## config.mk

```make
export PLATFORM = sky130hd
export DESIGN_NAME = clock_display_scan_flat
export DESIGN_NICKNAME = d
export VERILOG_FILES = /design/src/rtl/clock_display_scan_pkg.sv /design/src/rtl/clock_display_scan_if.sv /design/src/rtl/clock_display_scan_seg7_decode.sv /design/src/rtl/clock_display_scan.sv /design/src/flat_wrapper.sv
export SDC_FILE = /design/constraint.sdc
export NUM_CORES = 1
export LEC_CHECK = 0
export CORE_UTILIZATION = 31
export CTS_CLUSTER_SIZE = 25
export DETAILED_ROUTE_END_ITERATION = 10
export PLACE_DENSITY = 0.58
export SYNTH_ARGS = -nofsm -noshare
export SYNTH_HDL_FRONTEND = slang
export SYNTH_SLANG_ARGS = --single-unit
```

## constraint.sdc

```tcl
create_clock -name clk -period 4 [get_ports clk]
set_input_delay 0.4 -clock clk [delete_from_list [all_inputs] [get_ports clk]]
set_output_delay 0.4 -clock clk [all_outputs]
set_load 0.1 [all_outputs]
```

## src/rtl/clock_display_scan_pkg.sv

```systemverilog
// Shared constants and types for the four-digit mm:ss multiplexed display scanner.
//   SEG_BLANK   - all cathodes off (active-low)
//   ANODE_OFF   - all anodes off (active-low)
//   SEG_DIGITS  - {g,f,e,d,c,b,a} active-low patterns for 0..9, index = digit value
//   digit_idx_e - scan slot, slot 0 = seconds ones ... slot 3 = minutes tens
//   snapshot_t  - one coherent time value captured at the start of each frame
package clock_display_scan_pkg;

    localparam logic [6:0] SEG_BLANK = 7'h7F;
    localparam logic [3:0] ANODE_OFF = 4'hF;

    localparam logic [9:0][6:0] SEG_DIGITS = {
        7'h10, 7'h00, 7'h78, 7'h02, 7'h12, 7'h19, 7'h30, 7'h24, 7'h79, 7'h40
    };

    typedef enum logic [1:0] {
        DigSecOnes = 2'd0,
        DigSecTens = 2'd1,
        DigMinOnes = 2'd2,
        DigMinTens = 2'd3
    } digit_idx_e;

    typedef struct packed {
        logic [3:0] sec_ones;
        logic [2:0] sec_tens;
        logic [3:0] min_ones;
        logic [2:0] min_tens;
        logic       colon;
    } snapshot_t;

    // Active-low one-cold anode pattern for a scan slot.
    function automatic logic [3:0] anode_for(digit_idx_e idx);
        return ~(4'b0001 << idx);
    endfunction

endpackage

```

## src/rtl/clock_display_scan_if.sv

```systemverilog
// Time-in / display-out bundle of the display scanner.
//   master: drives enable, the four BCD digits and colon_on; observes an/seg/dp
//   slave : the scanner; consumes the time value and drives the active-low display pins
interface clock_display_scan_if;

    logic       enable;
    logic [3:0] seconds_ones;
    logic [2:0] seconds_tens;
    logic [3:0] minutes_ones;
    logic [2:0] minutes_tens;
    logic       colon_on;
    logic [3:0] an;
    logic [6:0] seg;
    logic       dp;

    modport master (
        output enable, seconds_ones, seconds_tens, minutes_ones, minutes_tens, colon_on,
        input  an, seg, dp
    );

    modport slave (
        input  enable, seconds_ones, seconds_tens, minutes_ones, minutes_tens, colon_on,
        output an, seg, dp
    );

endinterface

```

## src/rtl/clock_display_scan_seg7_decode.sv

```systemverilog
// Combinational 7-segment decoder.
//   value_i : 4-bit digit value
//   seg_o   : {g,f,e,d,c,b,a} active-low; values 10..15 decode to blank
module seg7_decode
    import clock_display_scan_pkg::*;
(
    input  logic [3:0] value_i,
    output logic [6:0] seg_o
);

    always_comb begin
        seg_o = SEG_BLANK;
        if (value_i <= 4'd9) begin
            seg_o = SEG_DIGITS[value_i];
        end
    end

endmodule

```

## src/rtl/clock_display_scan.sv

```systemverilog
// Time-multiplexed scanner for a 4-digit common-anode mm:ss display.
//   clk   : single clock, all state on its rising edge
//   reset : asynchronous, active-high; blanks the display and clears all state
//   bus   : slave modport - enable, BCD digits and colon_on in; an/seg/dp out (active-low)
// Each digit slot lasts REFRESH_DIV cycles. The input time is captured once per frame on
// the 3->0 index wrap so a frame never mixes two time values. Outputs are registered and
// follow the index/snapshot one cycle later.
module clock_display_scan
    import clock_display_scan_pkg::*;
#(
    parameter int unsigned REFRESH_DIV = 100000,
    parameter bit          LZ_BLANK    = 1'b1
) (
    input logic                 clk,
    input logic                 reset,
    clock_display_scan_if.slave bus
);

    localparam int unsigned     PreW    = $clog2(REFRESH_DIV);
    localparam logic [PreW-1:0] PreLast = PreW'(REFRESH_DIV - 1);

    logic [PreW-1:0] prescaler_q, prescaler_d;
    digit_idx_e      index_q, index_d;
    snapshot_t       snap_q, snap_d, snap_live;
    logic [3:0]      an_q, an_d;
    logic [6:0]      seg_q, seg_d;
    logic            dp_q, dp_d;

    logic       tick;
    logic       lead_zero;
    logic [3:0] digit_val;
    logic [6:0] digit_seg;

    assign snap_live = '{
        sec_ones: bus.seconds_ones,
        sec_tens: bus.seconds_tens,
        min_ones: bus.minutes_ones,
        min_tens: bus.minutes_tens,
        colon:    bus.colon_on
    };

    // Tick is a clock enable only; prescaler, index and snapshot all freeze while disabled.
    assign tick = bus.enable && (prescaler_q == PreLast);

    always_comb begin
        prescaler_d = prescaler_q;
        index_d     = index_q;
        snap_d      = snap_q;
        if (bus.enable) begin
            prescaler_d = tick ? '0 : prescaler_q + 1'b1;
        end
        if (tick) begin
            index_d = digit_idx_e'(index_q + 2'd1);
            if (index_q == DigMinTens) begin
                snap_d = snap_live;
            end
        end
    end

    always_comb begin
        digit_val = '0;
        unique case (index_q)
            DigSecOnes: digit_val = snap_q.sec_ones;
            DigSecTens: digit_val = {1'b0, snap_q.sec_tens};
            DigMinOnes: digit_val = snap_q.min_ones;
            DigMinTens: digit_val = {1'b0, snap_q.min_tens};
        endcase
    end

    seg7_decode u_decode (
        .value_i (digit_val),
        .seg_o   (digit_seg)
    );

    // Leading-zero blanking keeps the anode driven so every slot has the same duty.
    assign lead_zero = LZ_BLANK && (index_q == DigMinTens) && (snap_q.min_tens == 3'd0);

    always_comb begin
        an_d  = ANODE_OFF;
        seg_d = SEG_BLANK;
        dp_d  = 1'b1;
        if (bus.enable) begin
            an_d  = anode_for(index_q);
            seg_d = lead_zero ? SEG_BLANK : digit_seg;
            dp_d  = ~((index_q == DigMinOnes) && snap_q.colon);
        end
    end

    always_ff @(posedge clk or posedge reset) begin
        if (reset) begin
            prescaler_q <= '0;
            index_q     <= DigSecOnes;
            snap_q      <= '0;
            an_q        <= ANODE_OFF;
            seg_q       <= SEG_BLANK;
            dp_q        <= 1'b1;
        end else begin
            prescaler_q <= prescaler_d;
            index_q     <= index_d;
            snap_q      <= snap_d;
            an_q        <= an_d;
            seg_q       <= seg_d;
            dp_q        <= dp_d;
        end
    end

    assign bus.an  = an_q;
    assign bus.seg = seg_q;
    assign bus.dp  = dp_q;

endmodule

```

## src/flat_wrapper.sv

```systemverilog
// flat-port wrapper written by rule: the top's interface ports become plain ports
module clock_display_scan_flat import clock_display_scan_pkg::*;
#(
    parameter int unsigned REFRESH_DIV = 100000,
    parameter bit          LZ_BLANK    = 1'b1
)
  (clk, reset, bus_enable, bus_seconds_ones, bus_seconds_tens, bus_minutes_ones, bus_minutes_tens, bus_colon_on, bus_an, bus_seg, bus_dp);
  clock_display_scan_if bus_i ();
  input logic clk;
  input logic reset;
  input wire logic [$bits(bus_i.enable)-1:0] bus_enable;
  input wire logic [$bits(bus_i.seconds_ones)-1:0] bus_seconds_ones;
  input wire logic [$bits(bus_i.seconds_tens)-1:0] bus_seconds_tens;
  input wire logic [$bits(bus_i.minutes_ones)-1:0] bus_minutes_ones;
  input wire logic [$bits(bus_i.minutes_tens)-1:0] bus_minutes_tens;
  input wire logic [$bits(bus_i.colon_on)-1:0] bus_colon_on;
  output wire logic [$bits(bus_i.an)-1:0] bus_an;
  output wire logic [$bits(bus_i.seg)-1:0] bus_seg;
  output wire logic [$bits(bus_i.dp)-1:0] bus_dp;
  assign bus_i.enable = bus_enable;
  assign bus_i.seconds_ones = bus_seconds_ones;
  assign bus_i.seconds_tens = bus_seconds_tens;
  assign bus_i.minutes_ones = bus_minutes_ones;
  assign bus_i.minutes_tens = bus_minutes_tens;
  assign bus_i.colon_on = bus_colon_on;
  assign bus_an = bus_i.an;
  assign bus_seg = bus_i.seg;
  assign bus_dp = bus_i.dp;
  clock_display_scan #(.REFRESH_DIV(REFRESH_DIV), .LZ_BLANK(LZ_BLANK)) u_core (.clk(clk), .reset(reset), .bus(bus_i));
endmodule
```

==> impl_metrics.toml <==
[cts]
cts_tree = "built"
cts.reportedPaths.clkPinSlew_ns = 0.09
cts-root-buf = "clkbuf_8"
htreeDepth = 2
cts_resized = 0
cts.sinks = 46
clkLatencyLatePin_ns = 0.30
cts_setup_buffers = 0
cts_hold_buf = 0
cts_made_buffers = 5
cts_buffer_depth = 2

[yosys]
synth-xor-area-share_pct = 5.376
ys_types = 41
synth_warnings = 0
syn_area_sq_um = 2281
syn-instance-count = 184
synth_edf_count = 0
yosys-top-cells-area = "dfrtp_1, dfstp_2, ha_1"
syn_avg_cell_area_sq_um = 12.40
ys_top_cells_by_count = "dfrtp_1, ha_1, dfstp_2"
synthSimpleGateAreaFrac_pct = 14.21
ys.flop_type = "dfrtp_1"
ys_ff_latch = 46
synthAdderAreaFrac_pct = 7.131
yosysSeqAreaShare_pct = 51.12
yosysMostFrequentCell = "dfrtp_1"
synth.area.mux_share_pct = 12.67
synth_top_family_by_area = "simple AND/OR/NAND/NOR gates"
netlist.area_leader.share_pct = 37.30
synth_compound_area_share_pct = 6.034
syn_nets = 215
synth_top_cell_by_area = "dfrtp_1"
async_flop_share_pct = 100.0

[drt]
routedWlPerCell_um = 13.33
ant_nets = 0
drtPass1Iterations = 5
remaining_drc_errors = 0
drt_iter0_markers = 45
viasPerCell = 4.516
wl_mm = 4.158
via_count = 1409

[floorplanning]
start_util_pct = 32.85
die_x_um = 87.78
ios = 30
die_area_sq_um = 7704
die_h_um = 87.78
row_count = 30
core_sq_um = 6944

[global_routing]
antenna_found_initial = 0
grt_pass1_wl_mm = 6.982
grt_pass1_vias = 1384
track_usage_pct = 11.99
grt_overflow = 0
grt_start_max_net_pins = 47

[run]
drv_cap = 0

[sta]
rsz0062_at_grt = "false"
tightest_slew_ns = 0.9656
fin_worst_skew_ns = 0.01376
setup_ws_ns = 1.227
fmax_mhz = 360.6
maxSlewViolCount = 0
setup_viol = 0
relSlewSlack_pct = 35.42
final.setup.tns_ns = 0
hold_violations = 0
period_share_pct = 69.33
fin_crit_ns = 2.773

[pwr]
cellLeakagePower_nw = 1.250
ir_worst_vdd_v = 0.0001252
p_per_area_nw_per_um2 = 375.0

[placement]
hpwlAfterDp_mm = 2.973
finalWeightedCongestion = 0.7344
port_buffers = 29
dp_worst_setup_slack_ns = 1.122

[cells_and_area]
nNetsFinal = 246
syn2layout_area_growth_pct = 22.38
num_antenna_cells = 0
nFillCells = 665
drive_gt1_share_pct = 20.37

[critical_path]
cp_data_required_time_ns = 4.17
crit_start = "u_core.index_q[0]"
path_max_fanout = 7
critPathCaptureType = "flop"
cp.arrival_ns = 2.95
crit_type = "reg2reg"
r2r-start = "u_core.index_q[0]"
startpoint_type = "flop"

[status]
status = "complete, no violations"

[min_path]
min-delay-path-class = "reg2reg"
min-delay-start = "u_core.snap_q[0]"
## area by class of cell
class	count	area [sq um]	area share, %
clock buffers	5	68.82	2.465
flip-flops and latches	46	1166	41.78
multi-input cells	123	1036	37.11
clock inverters	3	68.82	2.465
inverters	9	33.78	1.210
well taps	96	120.1	4.303
repair buffers	30	297.8	10.67
## stage by stage
step | area (sq um) | cells | util [%] | hold WS, ns | total power [mW]
2_1_floorplan | 2281 | 184 | - | 0.3908 | 0.6061
3_3_place_gp | 2654 | 304 | 38.22 | 0.4472 | 0.6433
3_5_place_dp | 2654 | 304 | 38.22 | 0.4393 | 0.6442
4_1_cts | 2791 | 312 | 40.20 | 0.4628 | 1.059
5_1_grt | 2791 | 312 | 40.20 | 0.4860 | 1.097
6_report | 2791 | 312 | 40.20 | 0.4597 | 1.047
## state kept, by name, indices dropped and copies added (netlist names)
name,flops
u_core.bus.an,4
u_core.bus.dp,1
u_core.bus.seg,7
u_core.index_q,2
u_core.prescaler_q,17
u_core.snap_q,15
## metal layers
| metal | vias to the layer above | track usage, % | share of wire, % | wire length (um) |
|---|---|---|---|---|
| li1 | 700 | - | - | - |
| met1 | 682 | 17.26 | 52 | 2151 |
| met2 | 23 | 17.55 | 44 | 1824 |
| met3 | 4 | 2.639 | 3.1 | 130 |
| met4 | 0 | 4.471 | 1.3 | 52 |
| met5 | - | 0 | 0 | 0 |
## path summary, 6_finish.rpt
| kind | to | slack, ns | depth (start not counted) |
|---|---|---|---|
| worst min-delay path | u_core.bus.dp | 0.46 | 1 |
| worst max register to register | u_core.bus.seg[4] | 1.23 | 9 |
| max in group asynchronous | u_core.prescaler_q[8] | 2.79 | 2 |
| min in group asynchronous | u_core.prescaler_q[4] | 0.63 | 2 |
| worst max-delay path | u_core.bus.seg[4] | 1.23 | 9 |
| worst min register to register | u_core.bus.dp | 0.46 | 1 |
## report_power, final
| part | total (mW) | internal [mW] | leakage, nW | switching, mW |
|---|---|---|---|---|
| clock network | 0.412 | 0.250 | 0.0683 | 0.161 |
| registers | 0.529 | 0.497 | 0.586 | 0.0320 |
| logic | 0.106 | 0.0455 | 0.595 | 0.0607 |
| total | 1.05 | 0.793 | 1.25 | 0.254 |
## critical path, stage by stage, from the launching register on
cell and delay (ns):
dfrtp_1 0.40, inv_1 0.11, ha_1 0.30, a222oi_1 0.33, mux2i_1 0.23, inv_1 0.18
ha_1 0.20, a211oi_1 0.06, a211oi_1 0.59, o311ai_0 0.26
## layout by cell type, fill, tap and decap left out, drive strengths merged, types with 2 or more instances in the layout
cell and n:
dfrtp 34, clkdlybuf4s50 29, mux2 17, ha 13
dfstp 12, nand2 12, nor2 10, inv 9
nand3 9, xor2 8, o21ai 7, xnor2 6
mux2i 6, clkbuf 5, and4 4, nand2b 3
nand4 3, a21oi 3, nor3 3, nor4b 2
a222oi 2, a211oi 2, bufinv 2, and2 2
## cell families after synthesis
kind of cell | count (synthesis)
multiplexers | 23
AO/OA/AOI/OAI | 21
adder cells (fa/ha/maj) | 13
XOR/XNOR | 14
buffers and inverters | 15
AND/OR/NAND/NOR | 52
flip-flops | 46
(Power assumes the default switching activity.)
